===== src/rtl/xi_graph_mem_arbiter_if.sv =====
// xi_graph_mem_arbiter_if
// Bundles the request/response handshakes of the graph BRAM arbiter and the
// BRAM-side bus.
//   slave  : the arbiter. It receives DMA and engine requests, returns the read
//            response and drives the BRAM port.
//   master : the requesters plus the BRAM. They drive requests and mem_rdata,
//            and observe the readies, the response and the BRAM controls.
// Signals:
//   dma_valid/ready/addr/lane/data       DMA 64-bit lane writes
//   eng_rd_valid/ready/addr              engine reads
//   eng_rsp_valid/data                   engine read response (1-cycle latency)
//   eng_wr_valid/ready/addr/data         engine full-node writes
//   mem_en/we/addr/wmask/wdata/rdata     160-bit single-port BRAM
interface xi_graph_mem_arbiter_if #(
    parameter int ADDR_W = 16
);
    logic              dma_valid;
    logic              dma_ready;
    logic [ADDR_W-1:0] dma_addr;
    logic [1:0]        dma_lane;
    logic [63:0]       dma_data;

    logic              eng_rd_valid;
    logic              eng_rd_ready;
    logic [ADDR_W-1:0] eng_rd_addr;
    logic              eng_rsp_valid;
    logic [159:0]      eng_rsp_data;

    logic              eng_wr_valid;
    logic              eng_wr_ready;
    logic [ADDR_W-1:0] eng_wr_addr;
    logic [159:0]      eng_wr_data;

    logic              mem_en;
    logic              mem_we;
    logic [ADDR_W-1:0] mem_addr;
    logic [2:0]        mem_wmask;
    logic [159:0]      mem_wdata;
    logic [159:0]      mem_rdata;

    modport slave (
        input  dma_valid, dma_addr, dma_lane, dma_data,
        output dma_ready,
        input  eng_rd_valid, eng_rd_addr,
        output eng_rd_ready, eng_rsp_valid, eng_rsp_data,
        input  eng_wr_valid, eng_wr_addr, eng_wr_data,
        output eng_wr_ready,
        output mem_en, mem_we, mem_addr, mem_wmask, mem_wdata,
        input  mem_rdata
    );

    modport master (
        output dma_valid, dma_addr, dma_lane, dma_data,
        input  dma_ready,
        output eng_rd_valid, eng_rd_addr,
        input  eng_rd_ready, eng_rsp_valid, eng_rsp_data,
        output eng_wr_valid, eng_wr_addr, eng_wr_data,
        input  eng_wr_ready,
        input  mem_en, mem_we, mem_addr, mem_wmask, mem_wdata,
        output mem_rdata
    );
endinterface


===== src/rtl/xi_graph_mem_arbiter.sv =====
// xi_graph_mem_arbiter
// Shares one 160-bit graph BRAM port between the DMA loader (64-bit lane
// writes) and the engine's read and write ports. The arbiter grants one access
// per cycle. Fixed priority is eng_wr > eng_rd > dma. DMA is promoted to the
// top once it has been stalled STARVE_LIM consecutive cycles.
// Ports:
//   clk, rst_n        clock and asynchronous active-low reset
//   bus (slave)       request/response handshakes and the BRAM port
//   stat_clear        synchronous clear of the counters and dma_lane_err
//   stat_conflicts    cycles where two or more requesters were valid (saturating)
//   stat_promotions   DMA grants won through starvation promotion (saturating)
//   dma_lane_err      sticky flag: a lane-3 DMA request was accepted
module xi_graph_mem_arbiter #(
    parameter int ADDR_W     = 16,
    parameter int STARVE_LIM = 8
) (
    input  logic                      clk,
    input  logic                      rst_n,
    xi_graph_mem_arbiter_if.slave     bus,
    input  logic                      stat_clear,
    output logic [31:0]               stat_conflicts,
    output logic [31:0]               stat_promotions,
    output logic                      dma_lane_err
);
    localparam logic [7:0] LIM = 8'(STARVE_LIM);

    typedef enum logic [1:0] {GNT_NONE, GNT_WR, GNT_RD, GNT_DMA} gnt_e;

    gnt_e              gnt;
    logic [7:0]        wait_cnt;
    logic              rd_pend;
    logic              promote;
    logic              conflict;
    logic              dma_lane_ok;
    logic [ADDR_W-1:0] addr_sel;

    assign promote     = bus.dma_valid && (wait_cnt == LIM);
    assign conflict    = (bus.dma_valid && bus.eng_rd_valid) ||
                         (bus.dma_valid && bus.eng_wr_valid) ||
                         (bus.eng_rd_valid && bus.eng_wr_valid);
    assign dma_lane_ok = (bus.dma_lane != 2'd3);

    // The grant is gated by rst_n so that no ready escapes while reset is held.
    always_comb begin
        gnt = GNT_NONE;
        if (!rst_n)                gnt = GNT_NONE;
        else if (promote)          gnt = GNT_DMA;
        else if (bus.eng_wr_valid) gnt = GNT_WR;
        else if (bus.eng_rd_valid) gnt = GNT_RD;
        else if (bus.dma_valid)    gnt = GNT_DMA;
    end

    always_comb begin
        bus.dma_ready    = 1'b0;
        bus.eng_rd_ready = 1'b0;
        bus.eng_wr_ready = 1'b0;
        bus.mem_en       = 1'b0;
        bus.mem_we       = 1'b0;
        bus.mem_wmask    = 3'b000;
        bus.mem_wdata    = '0;
        addr_sel         = '0;
        case (gnt)
            GNT_WR: begin
                bus.eng_wr_ready = 1'b1;
                bus.mem_en       = 1'b1;
                bus.mem_we       = 1'b1;
                bus.mem_wmask    = 3'b111;
                bus.mem_wdata    = bus.eng_wr_data;
                addr_sel         = bus.eng_wr_addr;
            end
            GNT_RD: begin
                bus.eng_rd_ready = 1'b1;
                bus.mem_en       = 1'b1;
                addr_sel         = bus.eng_rd_addr;
            end
            GNT_DMA: begin
                // A lane-3 request is accepted so the loader never hangs, but it
                // never reaches the BRAM.
                bus.dma_ready = 1'b1;
                if (dma_lane_ok) begin
                    bus.mem_en    = 1'b1;
                    bus.mem_we    = 1'b1;
                    bus.mem_wmask = 3'(3'b001 << bus.dma_lane);
                    // Lane 2 is only 32 bits wide, so it takes dma_data[31:0].
                    bus.mem_wdata = {bus.dma_data[31:0], bus.dma_data, bus.dma_data};
                    addr_sel      = bus.dma_addr;
                end
            end
            default: ;
        endcase
    end

    assign bus.mem_addr      = addr_sel;
    assign bus.eng_rsp_valid = rd_pend;
    assign bus.eng_rsp_data  = bus.mem_rdata;

    always_ff @(posedge clk or negedge rst_n) begin
        if (!rst_n) begin
            wait_cnt        <= 8'd0;
            rd_pend         <= 1'b0;
            stat_conflicts  <= 32'd0;
            stat_promotions <= 32'd0;
            dma_lane_err    <= 1'b0;
        end else begin
            rd_pend <= (gnt == GNT_RD);

            if (gnt == GNT_DMA)
                wait_cnt <= 8'd0;
            else if (bus.dma_valid && wait_cnt < LIM)
                wait_cnt <= wait_cnt + 8'd1;

            if (stat_clear) begin
                stat_conflicts  <= 32'd0;
                stat_promotions <= 32'd0;
                dma_lane_err    <= 1'b0;
            end else begin
                if (conflict && stat_conflicts != 32'hFFFF_FFFF)
                    stat_conflicts <= stat_conflicts + 32'd1;
                if (gnt == GNT_DMA && promote && stat_promotions != 32'hFFFF_FFFF)
                    stat_promotions <= stat_promotions + 32'd1;
                if (gnt == GNT_DMA && !dma_lane_ok)
                    dma_lane_err <= 1'b1;
            end
        end
    end
endmodule

===== src/flat_wrapper.sv =====
// flat-port wrapper written by rule: the top's interface ports become plain ports
module xi_graph_mem_arbiter_flat 
#(
    parameter int ADDR_W     = 16,
    parameter int STARVE_LIM = 8
)
  (clk, rst_n, stat_clear, stat_conflicts, stat_promotions, dma_lane_err, bus_dma_valid, bus_dma_addr, bus_dma_lane, bus_dma_data, bus_dma_ready, bus_eng_rd_valid, bus_eng_rd_addr, bus_eng_rd_ready, bus_eng_rsp_valid, bus_eng_rsp_data, bus_eng_wr_valid, bus_eng_wr_addr, bus_eng_wr_data, bus_eng_wr_ready, bus_mem_en, bus_mem_we, bus_mem_addr, bus_mem_wmask, bus_mem_wdata, bus_mem_rdata);
  xi_graph_mem_arbiter_if #(.ADDR_W(ADDR_W)) bus_i ();
  input  logic clk;
  input  logic rst_n;
  input  logic stat_clear;
  output logic [31:0] stat_conflicts;
  output logic [31:0] stat_promotions;
  output logic dma_lane_err;
  input wire logic [$bits(bus_i.dma_valid)-1:0] bus_dma_valid;
  input wire logic [$bits(bus_i.dma_addr)-1:0] bus_dma_addr;
  input wire logic [$bits(bus_i.dma_lane)-1:0] bus_dma_lane;
  input wire logic [$bits(bus_i.dma_data)-1:0] bus_dma_data;
  output wire logic [$bits(bus_i.dma_ready)-1:0] bus_dma_ready;
  input wire logic [$bits(bus_i.eng_rd_valid)-1:0] bus_eng_rd_valid;
  input wire logic [$bits(bus_i.eng_rd_addr)-1:0] bus_eng_rd_addr;
  output wire logic [$bits(bus_i.eng_rd_ready)-1:0] bus_eng_rd_ready;
  output wire logic [$bits(bus_i.eng_rsp_valid)-1:0] bus_eng_rsp_valid;
  output wire logic [$bits(bus_i.eng_rsp_data)-1:0] bus_eng_rsp_data;
  input wire logic [$bits(bus_i.eng_wr_valid)-1:0] bus_eng_wr_valid;
  input wire logic [$bits(bus_i.eng_wr_addr)-1:0] bus_eng_wr_addr;
  input wire logic [$bits(bus_i.eng_wr_data)-1:0] bus_eng_wr_data;
  output wire logic [$bits(bus_i.eng_wr_ready)-1:0] bus_eng_wr_ready;
  output wire logic [$bits(bus_i.mem_en)-1:0] bus_mem_en;
  output wire logic [$bits(bus_i.mem_we)-1:0] bus_mem_we;
  output wire logic [$bits(bus_i.mem_addr)-1:0] bus_mem_addr;
  output wire logic [$bits(bus_i.mem_wmask)-1:0] bus_mem_wmask;
  output wire logic [$bits(bus_i.mem_wdata)-1:0] bus_mem_wdata;
  input wire logic [$bits(bus_i.mem_rdata)-1:0] bus_mem_rdata;
  assign bus_i.dma_valid = bus_dma_valid;
  assign bus_i.dma_addr = bus_dma_addr;
  assign bus_i.dma_lane = bus_dma_lane;
  assign bus_i.dma_data = bus_dma_data;
  assign bus_dma_ready = bus_i.dma_ready;
  assign bus_i.eng_rd_valid = bus_eng_rd_valid;
  assign bus_i.eng_rd_addr = bus_eng_rd_addr;
  assign bus_eng_rd_ready = bus_i.eng_rd_ready;
  assign bus_eng_rsp_valid = bus_i.eng_rsp_valid;
  assign bus_eng_rsp_data = bus_i.eng_rsp_data;
  assign bus_i.eng_wr_valid = bus_eng_wr_valid;
  assign bus_i.eng_wr_addr = bus_eng_wr_addr;
  assign bus_i.eng_wr_data = bus_eng_wr_data;
  assign bus_eng_wr_ready = bus_i.eng_wr_ready;
  assign bus_mem_en = bus_i.mem_en;
  assign bus_mem_we = bus_i.mem_we;
  assign bus_mem_addr = bus_i.mem_addr;
  assign bus_mem_wmask = bus_i.mem_wmask;
  assign bus_mem_wdata = bus_i.mem_wdata;
  assign bus_i.mem_rdata = bus_mem_rdata;
  xi_graph_mem_arbiter #(.ADDR_W(ADDR_W), .STARVE_LIM(STARVE_LIM)) u_core (.clk(clk), .rst_n(rst_n), .bus(bus_i), .stat_clear(stat_clear), .stat_conflicts(stat_conflicts), .stat_promotions(stat_promotions), .dma_lane_err(dma_lane_err));
endmodule

===== config.mk =====
export PLATFORM = sky130hd
export DESIGN_NAME = xi_graph_mem_arbiter_flat
export DESIGN_NICKNAME = d
export VERILOG_FILES = /design/src/rtl/xi_graph_mem_arbiter_if.sv /design/src/rtl/xi_graph_mem_arbiter.sv /design/src/flat_wrapper.sv
export SDC_FILE = /design/constraint.sdc
export NUM_CORES = 1
export LEC_CHECK = 0
export CAP_MARGIN = 20
export CORE_AREA = 10 10 319 321
export CTS_BUF_LIST = sky130_fd_sc_hd__clkbuf_8
export DETAILED_ROUTE_END_ITERATION = 7
export DIE_AREA = 0 0 329 331
export HOLD_SLACK_MARGIN = 0.15
export PLACE_DENSITY = 0.4
export SYNTH_ARGS = -nofsm -noshare
export SYNTH_HDL_FRONTEND = slang
export SYNTH_SLANG_ARGS = --single-unit

===== constraint.sdc =====
create_clock -name clk -period 3.21 [get_ports clk]
set_input_delay 0.4815 -clock clk [delete_from_list [all_inputs] [get_ports clk]]
set_output_delay 0.4815 -clock clk [all_outputs]
set_load 0.005 [all_outputs]

Word level (Yosys, flattened, before mapping):

Cells that the tools add are included.
Widths: inputs -> output; s select.

* output and inout port bits: 410
* input bits: 440
* memory bits (writable): 0
* memories: 0
* bits in read-only memories: 0
* bits in registers: 74
* logic and storage cells: 59
* bits in latches: 0

* order comparisons: 1
* shift-type cells: 1
* reduce and logical (&&, ||, !) cells: 17
* bitwise gates (word level): 0
* multipliers: 0
* mux-type cells: 25
* add/sub/neg operators: 3
* div/mod/pow operators: 0
* equality and inequality tests: 7

Operator list (count)
* $pmux 160 s2: 1
* $mux 160: 1
* $mux 32: 4
* $add 32x1->32 const B: 2
* $ne 32x32->1 const B: 2
* $pmux 16 s3: 1
* $mux 16: 1
* $mux 8: 2
* $mux 2: 5
* $logic_and 1x1->1: 9
* $add 8x1->8 const B: 1
* $eq 8x4->1 const B: 1
* $lt 8x4->1 const B: 1
* $reduce_bool 2->1: 4
* $mux 1: 6
* $pmux 3 s2: 1
* $eq 2x2->1 const B: 2
* $pmux 1 s2: 2
* $mux 3: 1
* $shl 1x2->3 const A: 1
* $eq 2x1->1 const B: 1
* $logic_or 1x1->1: 2
* $ne 2x2->1 const B: 1
* $reduce_or 2->1: 1
* $logic_not 1->1: 1

Logic depth before layout (Yosys ltp):

Gate-level depths: netlist of the first run.

* word-level depth: 10
* depth in mapped cells: 14

Worst setup path after synthesis of the first run:

OpenSTA, ideal clock, no wires.

* kind: register to output
* start: register u_core.wait_cnt[0]
* end: output bus_mem_wdata[0]
* arrival: 2450 ps
* required time: 2728 ps
* stages on the path, launching flop included: 13
* slack: 279 ps
* cells stage by stage: dfrtp_1 > inv_1 > ha_1 > and4bb_2 > and2_1 > o31a_1 > ha_1 > clkbuf_1 > and2_1 > clkbuf_1 > buf_2 > buf_2 > a22o_1

* cells in the longest elaborated chain, start to end: 6

RTL lines
* from (decl): RTL line xi_graph_mem_arbiter.sv:30 `logic [7:0] wait_cnt;`
* from (signal assigned): RTL line xi_graph_mem_arbiter.sv:110 `wait_cnt <= wait_cnt + 8'd1;`
* $eq 8x4->1 *: RTL line xi_graph_mem_arbiter.sv:37 `assign promote = bus.dma_valid && (wait_cnt == LIM);`
* $logic_and 1x1->1 *: RTL line xi_graph_mem_arbiter.sv:37
* $mux 2 *: RTL line xi_graph_mem_arbiter.sv:47 `else if (promote) gnt = GNT_DMA;`
* $mux 2 *: RTL line xi_graph_mem_arbiter.sv:46 `if (!rst_n) gnt = GNT_NONE;`
* $eq 2x2->1 / $eq 2x1->1 (equally long branches): RTL line xi_graph_mem_arbiter.sv:62 `case (gnt)`
* $pmux 160 s2 *: RTL line xi_graph_mem_arbiter.sv:62
* to (decl): RTL line flat_wrapper.sv:33 `output wire logic [$bits(bus_i.mem_wdata)-1:0] bus_mem_wdata;`

Every way passes the cells marked *; elsewhere a longest branch is shown, timed or not.

Final worst setup path of the first run:

* start: register u_core.wait_cnt[0]
* end: output bus_mem_addr[12]

* cells in the longest elaborated chain, start to end: 6

RTL lines
* $eq 8x4->1 *: RTL line xi_graph_mem_arbiter.sv:37
* $logic_and 1x1->1 *: RTL line xi_graph_mem_arbiter.sv:37
* $mux 2 *: RTL line xi_graph_mem_arbiter.sv:47
* $mux 2 *: RTL line xi_graph_mem_arbiter.sv:46
* $eq 2x2->1 / $eq 2x1->1 (equally long branches): RTL line xi_graph_mem_arbiter.sv:62
* $pmux 16 s3 *: RTL line xi_graph_mem_arbiter.sv:62
* to (decl): RTL line flat_wrapper.sv:31 `output wire logic [$bits(bus_i.mem_addr)-1:0] bus_mem_addr;`

Marks and branches as above.

==> results of run 1 <==
==> worst paths after layout <==
check	from	to	cells past startpoint	slack, ns
max in group asynchronous	rst_n	u_core.stat_conflicts[2]	4	1.42
setup reg to reg	u_core.wait_cnt[0]	u_core.wait_cnt[0]	26	-0.30
hold / removal	rst_n	u_core.bus.eng_rsp_valid	2	0.25
min in group clk	u_core.wait_cnt[7]	u_core.wait_cnt[7]	1	0.55
hold reg to reg	u_core.wait_cnt[7]	u_core.wait_cnt[7]	1	0.55
setup / recovery	u_core.wait_cnt[0]	bus_mem_addr[12]	11	-0.32
==> routing by layer <==
layer / track usage (%) / vias to the layer above
met4: 4.73 / 66
met5: 0 / -
met3: 5.80 / 184
met2: 27.5 / 543
met1: 12.0 / 4602
li1: - / 4048
==> stage by stage <==
step	std cells	TNS, ns	hold slack, ns	power, uW	cell area (um2)
3_5_place_dp	2508	-61.49	0.347	2650	13800
2_1_floorplan	856	0	0.186	1530	7210
6_report	2606	-36.45	0.249	3950	15200
3_3_place_gp	2508	-63.64	0.346	2640	13800
5_1_grt	2603	-48.31	0.267	4130	15200
4_1_cts	2586	-21.15	0.539	3930	14900
==> power by group through the flow <==
stage | logic, uW | clock network (uW) | registers, uW
global route | 2190 | 948 | 992
global placement | 1630 | 0 | 1000
finish | 2100 | 868 | 990
floorplan | 534 | 0 | 1000
CTS | 2020 | 919 | 988
detailed placement | 1640 | 0 | 1010
==> sequential cells by signal, indices dropped and copies added, names as in the netlist <==
register                  cells
u_core.stat_promotions       32
u_core.dma_lane_err           1
u_core.bus.eng_rsp_valid      1
u_core.wait_cnt               8
u_core.stat_conflicts        32
==> layout make-up <==
cell class,count,area [um2],area share [%]
multi-input combinational,540,4400,28.9
inverter,18,70.1,0.460
clock buffer,9,124,0.812
antenna,8,20.0,0.131
clock inverter,7,82.6,0.542
tap,1276,1600,10.5
timing repair buffer,674,7100,46.6
sequential,74,1850,12.1
==> synthesized netlist by cell type (7+ instances only) <==
cell type and instances:
a21oi_1 32, a222oi_1 16, a22o_1 157, and2_1 9, and3_1 8, and4_1 9
buf_2 13, buf_4 160, clkbuf_1 45, dfrtp_1 74, ha_1 8, inv_1 18
nand2_1 27, nand3_1 26, nand4_1 19, nor2_1 55, nor4_1 16, o21a_1 7
o21ai_0 16, o31ai_1 19, or3_1 18, or4_1 17, xnor2_1 18
==> timing repair <==
item | in CTS | in global routing
buffers inserted | 50 | 13
cloned | 13 | 4
hold buffers | 1 | 0
gates resized for setup | 562 | 97
pin swaps | 46 | 48
hold endpoints to repair | 2 | 0
setup endpoints to repair | 178 | 211
==> kinds of logic (layout without fill, tap and decap cells) <==
logic type | after synthesis | after routing | share of synthesized area [%]
compound gates | 278 | 278 | 30.8
buf+inv | 242 | 708 | 21.2
simple gates | 225 | 225 | 17.2
flops | 74 | 74 | 25.7
xor+xnor | 21 | 21 | 2.55
fa+ha+maj | 9 | 9 | 1.53
mux | 7 | 7 | 1.04
other cells | 0 | 8 | 0
==> worst max-delay path: cells and delay by family, from the launching register on <==
kind                       cells  cell delay (ns)
adders and majority gates      2             0.36
AOI/OAI and AO/OA              2             0.86
buffers and inverters          4             0.51
and+or+nand+nor                3             0.54
DFF                            1             0.39
==> results.py, run 1 <==
metrics = {
    "logic_synthesis": {
        "ys_seq_area_share_pct": 25.7,
        "synth_ff_type": "dfrtp_1",
        "syn_area_per_cell_um2": 8.42,
        "synth_cells": 856,
        "ys_warn_count": 0,
        "synth_top_cells_by_area": "dfrtp_1 26%, a22o_1 19%, buf_4 17%",
        "synthArstFlopShare_pct": 100,
        "ys_types": 53,
        "syn_area_mm2": 0.00721,
        "synth-edff-count": 0,
        "ys_ff_latch": 74,
        "syn-num-nets": 1304,
        "synth_top_area_share_pct": 25.7,
        "synth_area_leader_cell": "dfrtp_1",
    },
    "drt": {
        "first_pass_iters": 5,
        "vias_per_cell": 3.62,
        "drc": 0,
        "antenna_left": 0,
        "wl_met1_um": 24400,
        "highest_layer": "met5",
        "via_count": 9443,
        "drt_iter0_markers": 588,
        "routedWlPerCell_um": 30.5,
        "routed_wl_um": 79500,
        "wl_met3_um": 7110,
        "met2WireLength_um": 44700,
    },
    "timing": {
        "worst_pin_slew_ns": 0.924,
        "rsz0062_at_grt": "true",
        "skew_ns": 0.0249,
        "setup_viol": 176,
        "max-slew-margin-rel_pct": 38.4,
        "hold_viol": 0,
        "fin_crit_sh_pct": 110,
        "fin_ws_ns": -0.321,
        "min_period_ns": 3.53,
        "drv_slew": 0,
        "fmax_ghz": 0.283,
    },
    "run_status": {
        "violations": "negative setup slack",
        "status": "finished, violations left",
    },
    "clocking": {
        "clockBufferDepth": 2,
        "worstSkewPairLatency_ns": 0.40,
        "numCtsBuffers": 9,
        "cts_sinks": 74,
        "cts_tree": "built",
        "clk_pin_slew_ns": 0.12,
        "cts_root_buffer": "clkbuf_8",
        "cts_max_level": 3,
    },
    "pwr": {
        "p_sw_uw": 1400,
        "seq_power_share_pct": 25.0,
        "p_leak_uw": 0.00606,
        "clock_power_share_pct": 22.0,
        "power_frac_comb_pct": 53.0,
        "ir_drop_v": 0.000162,
        "power.density_mw_per_mm2": 259,
        "intPower_uw": 2550,
        "sw_frac_of_total_pct": 35.5,
    },
    "grt": {
        "grt_max_degree": 66,
        "grt_pass1_wl_um": 99700,
        "grt_pass1_vias": 9677,
        "antenna_found_initial": 69,
        "grt.total_usage_pct": 13.8,
        "grt_overflow": 0,
    },
    "layout": {
        "layout-drive-gt1-share_pct": 32.7,
        "layout_commonest_cell": "clkdlybuf4s50_1",
        "final_nets": 1765,
        "syn2layout_area_growth_pct": 111,
        "final_cell_mix": "344 x clkdlybuf4s50_1, 106 x a22o_1, 90 x buf_2, 82 x buf_4, 74 x dfrtp_1",
        "final_util_pct": 15.9,
        "fill_cells": 10800,
    },
    "floorplan": {
        "die_y_um": 331,
        "die_area_mm2": 0.109,
        "fp-row-count": 114,
        "coreArea_mm2": 0.0957,
        "start_util_pct": 7.53,
        "dieWidth_um": 329,
        "ios": 850,
    },
    "setup_path": {
        "crit_path_max_fanout": 6,
        "critPathSlowestCell": "a222oi_1",
        "crit_chain": "inv_2 > ha_4 > and4bb_2 > and2_4 > o31a_1 > ha_2 > buf_6 > buf_12 > a222oi_1 > nor2_1 > buf_2",
        "cp-end-kind": "output port",
        "cp-start-kind": "flip-flop",
        "critPathKind": "flip-flop to output port",
        "arrival_ns": 3.05,
        "worstPathRequired_ns": 2.73,
        "max_stage_delay_ns": 0.55,
    },
    "placed_design": {
        "io_buffers": 529,
        "hpwl_um": 69200,
        "place_congestion": 0.848,
        "pre_cts_slack_ns": -0.623,
    },
    "job": {
        "maxCapViolCount": 0,
    },
    "hold_path": {
        "hp-class": "primary input to asynchronous set/reset pin",
    },
}
Note: power is estimated with default switching activity, not from simulation.
==> run 2: changes to the inputs <==
--- a/config.mk
+++ b/config.mk
@@ -6,12 +6,12 @@
 export NUM_CORES = 1
 export LEC_CHECK = 0
 export CAP_MARGIN = 20
-export CORE_AREA = 10 10 319 321
+export CORE_AREA = 5 5 323 325
 export CTS_BUF_LIST = sky130_fd_sc_hd__clkbuf_8
 export DETAILED_ROUTE_END_ITERATION = 7
-export DIE_AREA = 0 0 329 331
+export DIE_AREA = 0 0 328 330
+export GPL_ROUTABILITY_DRIVEN = 0
 export HOLD_SLACK_MARGIN = 0.15
-export PLACE_DENSITY = 0.4
 export SYNTH_ARGS = -nofsm -noshare
 export SYNTH_HDL_FRONTEND = slang
 export SYNTH_SLANG_ARGS = --single-unit
==> results.py, run 2 (synthesis gave the netlist of run 1 again) <==
metrics = {
    "hold_path": {
        "hp-class": "primary input to asynchronous set/reset pin",
    },
    "timing": {
        "drv_slew": 0,
        "fin_ws_ns": -0.391,
        "fin_crit_sh_pct": 112,
        "max-slew-margin-rel_pct": 53.8,
        "setup_tns_ns": -18.99,
        "rsz0062_at_grt": "true",
        "whs_ns": 0.170,
        "worst_pin_slew_ns": 0.692,
        "setup_viol": 156,
        "fmax_ghz": 0.278,
        "skew_ns": 0.0207,
        "min_period_ns": 3.60,
        "hold_viol": 0,
    },
    "setup_path": {
        "cp-end-kind": "output port",
        "reg2reg_depth": 14,
        "cp-start-kind": "flip-flop",
        "arrival_ns": 3.12,
        "crit_path_max_fanout": 8,
        "worstPathRequired_ns": 2.73,
        "critPathKind": "flip-flop to output port",
    },
    "layout": {
        "multiInputGateArea_mm2": 0.00403,
        "final_cell_mix": "374 x clkdlybuf4s50_1, 149 x a22o_1, 95 x buf_4, 74 x dfrtp_1, 59 x buf_12",
        "final_util_pct": 14.4,
        "final_nets": 1726,
        "final_area_mm2": 0.0145,
        "fill_cells": 11500,
        "layout_commonest_cell": "clkdlybuf4s50_1",
        "reg.largest.list": "u_core.stat_conflicts (32), u_core.stat_promotions (32), u_core.wait_cnt (8)",
        "layout-drive-gt1-share_pct": 20.7,
        "syn2layout_area_growth_pct": 101,
        "seq_area_mm2": 0.00185,
    },
    "pwr": {
        "p_sw_uw": 1260,
        "intPower_uw": 2360,
        "sw_frac_of_total_pct": 34.7,
        "power.density_mw_per_mm2": 250,
        "seq_power_share_pct": 27.3,
        "finalPower_uw": 3620,
        "clock_power_share_pct": 24.9,
        "p_leak_uw": 0.00553,
        "power_frac_comb_pct": 47.8,
        "ir_drop_v": 0.000179,
    },
    "floorplan": {
        "coreArea_mm2": 0.101,
        "die_area_mm2": 0.108,
        "die_y_um": 330,
        "start_util_pct": 7.13,
        "fp-row-count": 117,
        "ios": 850,
        "dieWidth_um": 328,
    },
    "drt": {
        "vias_per_cell": 3.51,
        "antenna_left": 0,
        "routed_wl_um": 77200,
        "drt_iter0_markers": 868,
        "drc": 0,
        "via_count": 9349,
        "routedWlPerCell_um": 29.0,
        "first_pass_iters": 5,
    },
    "job": {
        "maxCapViolCount": 0,
    },
    "placed_design": {
        "placed_area_mm2": 0.0140,
        "hpwl_um": 68800,
        "io_buffers": 529,
    },
    "grt": {
        "grt_pass1_vias": 9274,
        "antenna_found_initial": 60,
        "grt_overflow": 0,
        "grt_pass1_wl_um": 95600,
        "grt.total_usage_pct": 13.4,
        "grt_max_degree": 51,
    },
    "clocking": {
        "numCtsBuffers": 9,
        "clk_pin_slew_ns": 0.11,
        "cts_max_level": 3,
        "worstSkewPairLatency_ns": 0.39,
        "cts_sinks": 74,
        "clockBufferDepth": 2,
        "cts_root_buffer": "clkbuf_8",
        "cts_tree": "built",
    },
    "run_status": {
        "violations": "negative setup slack",
        "status": "finished, violations left",
    },
}
-- run 2: changes by cell type in the layout (fill, tap and decap cells not counted), moves of 8 or more --
| cell | previous run | this run |
|---|---|---|
| clkdlybuf4s50_1 | 344 | 374 |
| a22o_4 | 51 | 8 |
| buf_2 | 90 | 32 |
| a22o_1 | 106 | 149 |
| buf_12 | 67 | 59 |
| dlygate4sd2_1 | 0 | 23 |
| clkdlybuf4s15_1 | 0 | 23 |
| buf_4 | 82 | 95 |
| buf_16 | 12 | 3 |
| buf_6 | 58 | 9 |
-- run 2: metrics by stage --
step / instances / setup WS [ns]
2_1_floorplan: 856 / 0.279
5_1_grt: 2654 / -0.418
3_5_place_dp: 2615 / -0.659
3_3_place_gp: 2615 / -0.661
4_1_cts: 2644 / -0.426
6_report: 2666 / -0.391
-- run 2: path summary, 6_finish.rpt --
| path | slack, ns | endpoint | startpoint |
|---|---|---|---|
| min | 0.17 | u_core.stat_conflicts[22] | rst_n |
| min in group clk | 0.52 | u_core.wait_cnt[7] | u_core.wait_cnt[7] |
| max in group asynchronous | 2.14 | u_core.stat_promotions[15] | rst_n |
| max reg2reg | 0.18 | u_core.stat_promotions[25] | u_core.wait_cnt[0] |
| max | -0.39 | bus_mem_addr[4] | u_core.wait_cnt[0] |
| min reg2reg | 0.52 | u_core.wait_cnt[7] | u_core.wait_cnt[7] |
-- run 2: layout make-up --
type | instances | area share (%)
Antenna cell | 15 | 0.258
Clock buffer | 9 | 0.853
Clock inverter | 7 | 0.707
Inverter | 18 | 0.465
Multi-Input combinational cell | 540 | 27.7
Sequential cell | 74 | 12.8
Tap cell | 1368 | 11.8
Timing Repair Buffer | 635 | 45.5
-- run 2: worst max-delay path: stages, from the launching register on --
cell      delay, ns
dfrtp_1        0.41
inv_2          0.08
ha_4           0.13
and4bb_2       0.24
and2_4         0.14
o31a_1         0.19
inv_2          0.08
ha_4           0.22
buf_16         0.15
a222oi_1       0.65
nor2_1         0.24
buf_2          0.20
-- run 2: power by group through the flow --
stage	sequential, uW	clock, uW	combinational (uW)
detailed placement	1000	0	1690
global placement	1000	0	1690
finish	989	901	1730
floorplan	1000	0	534
global route	992	970	1840
CTS	984	932	1710
-- run 2: timing repair --
action | in CTS | in global routing
resized for setup | 235 | 40
buffers inserted | 8 | 8
endpoints found under the hold margin | 1 | 0
pin swaps | 20 | 17
hold buffers | 2 | 0
endpoints found under the setup margin | 186 | 210
cloned | 3 | 1
-- run 2: routing by layer --
metal  vias up  track usage, %  routed length [um]
li1       3969               -                   -
met1      4451            12.6               24400
met2       707            22.9               37400
met3       158            9.75               11900
met4        64            4.74                3110
met5         -               0                 441
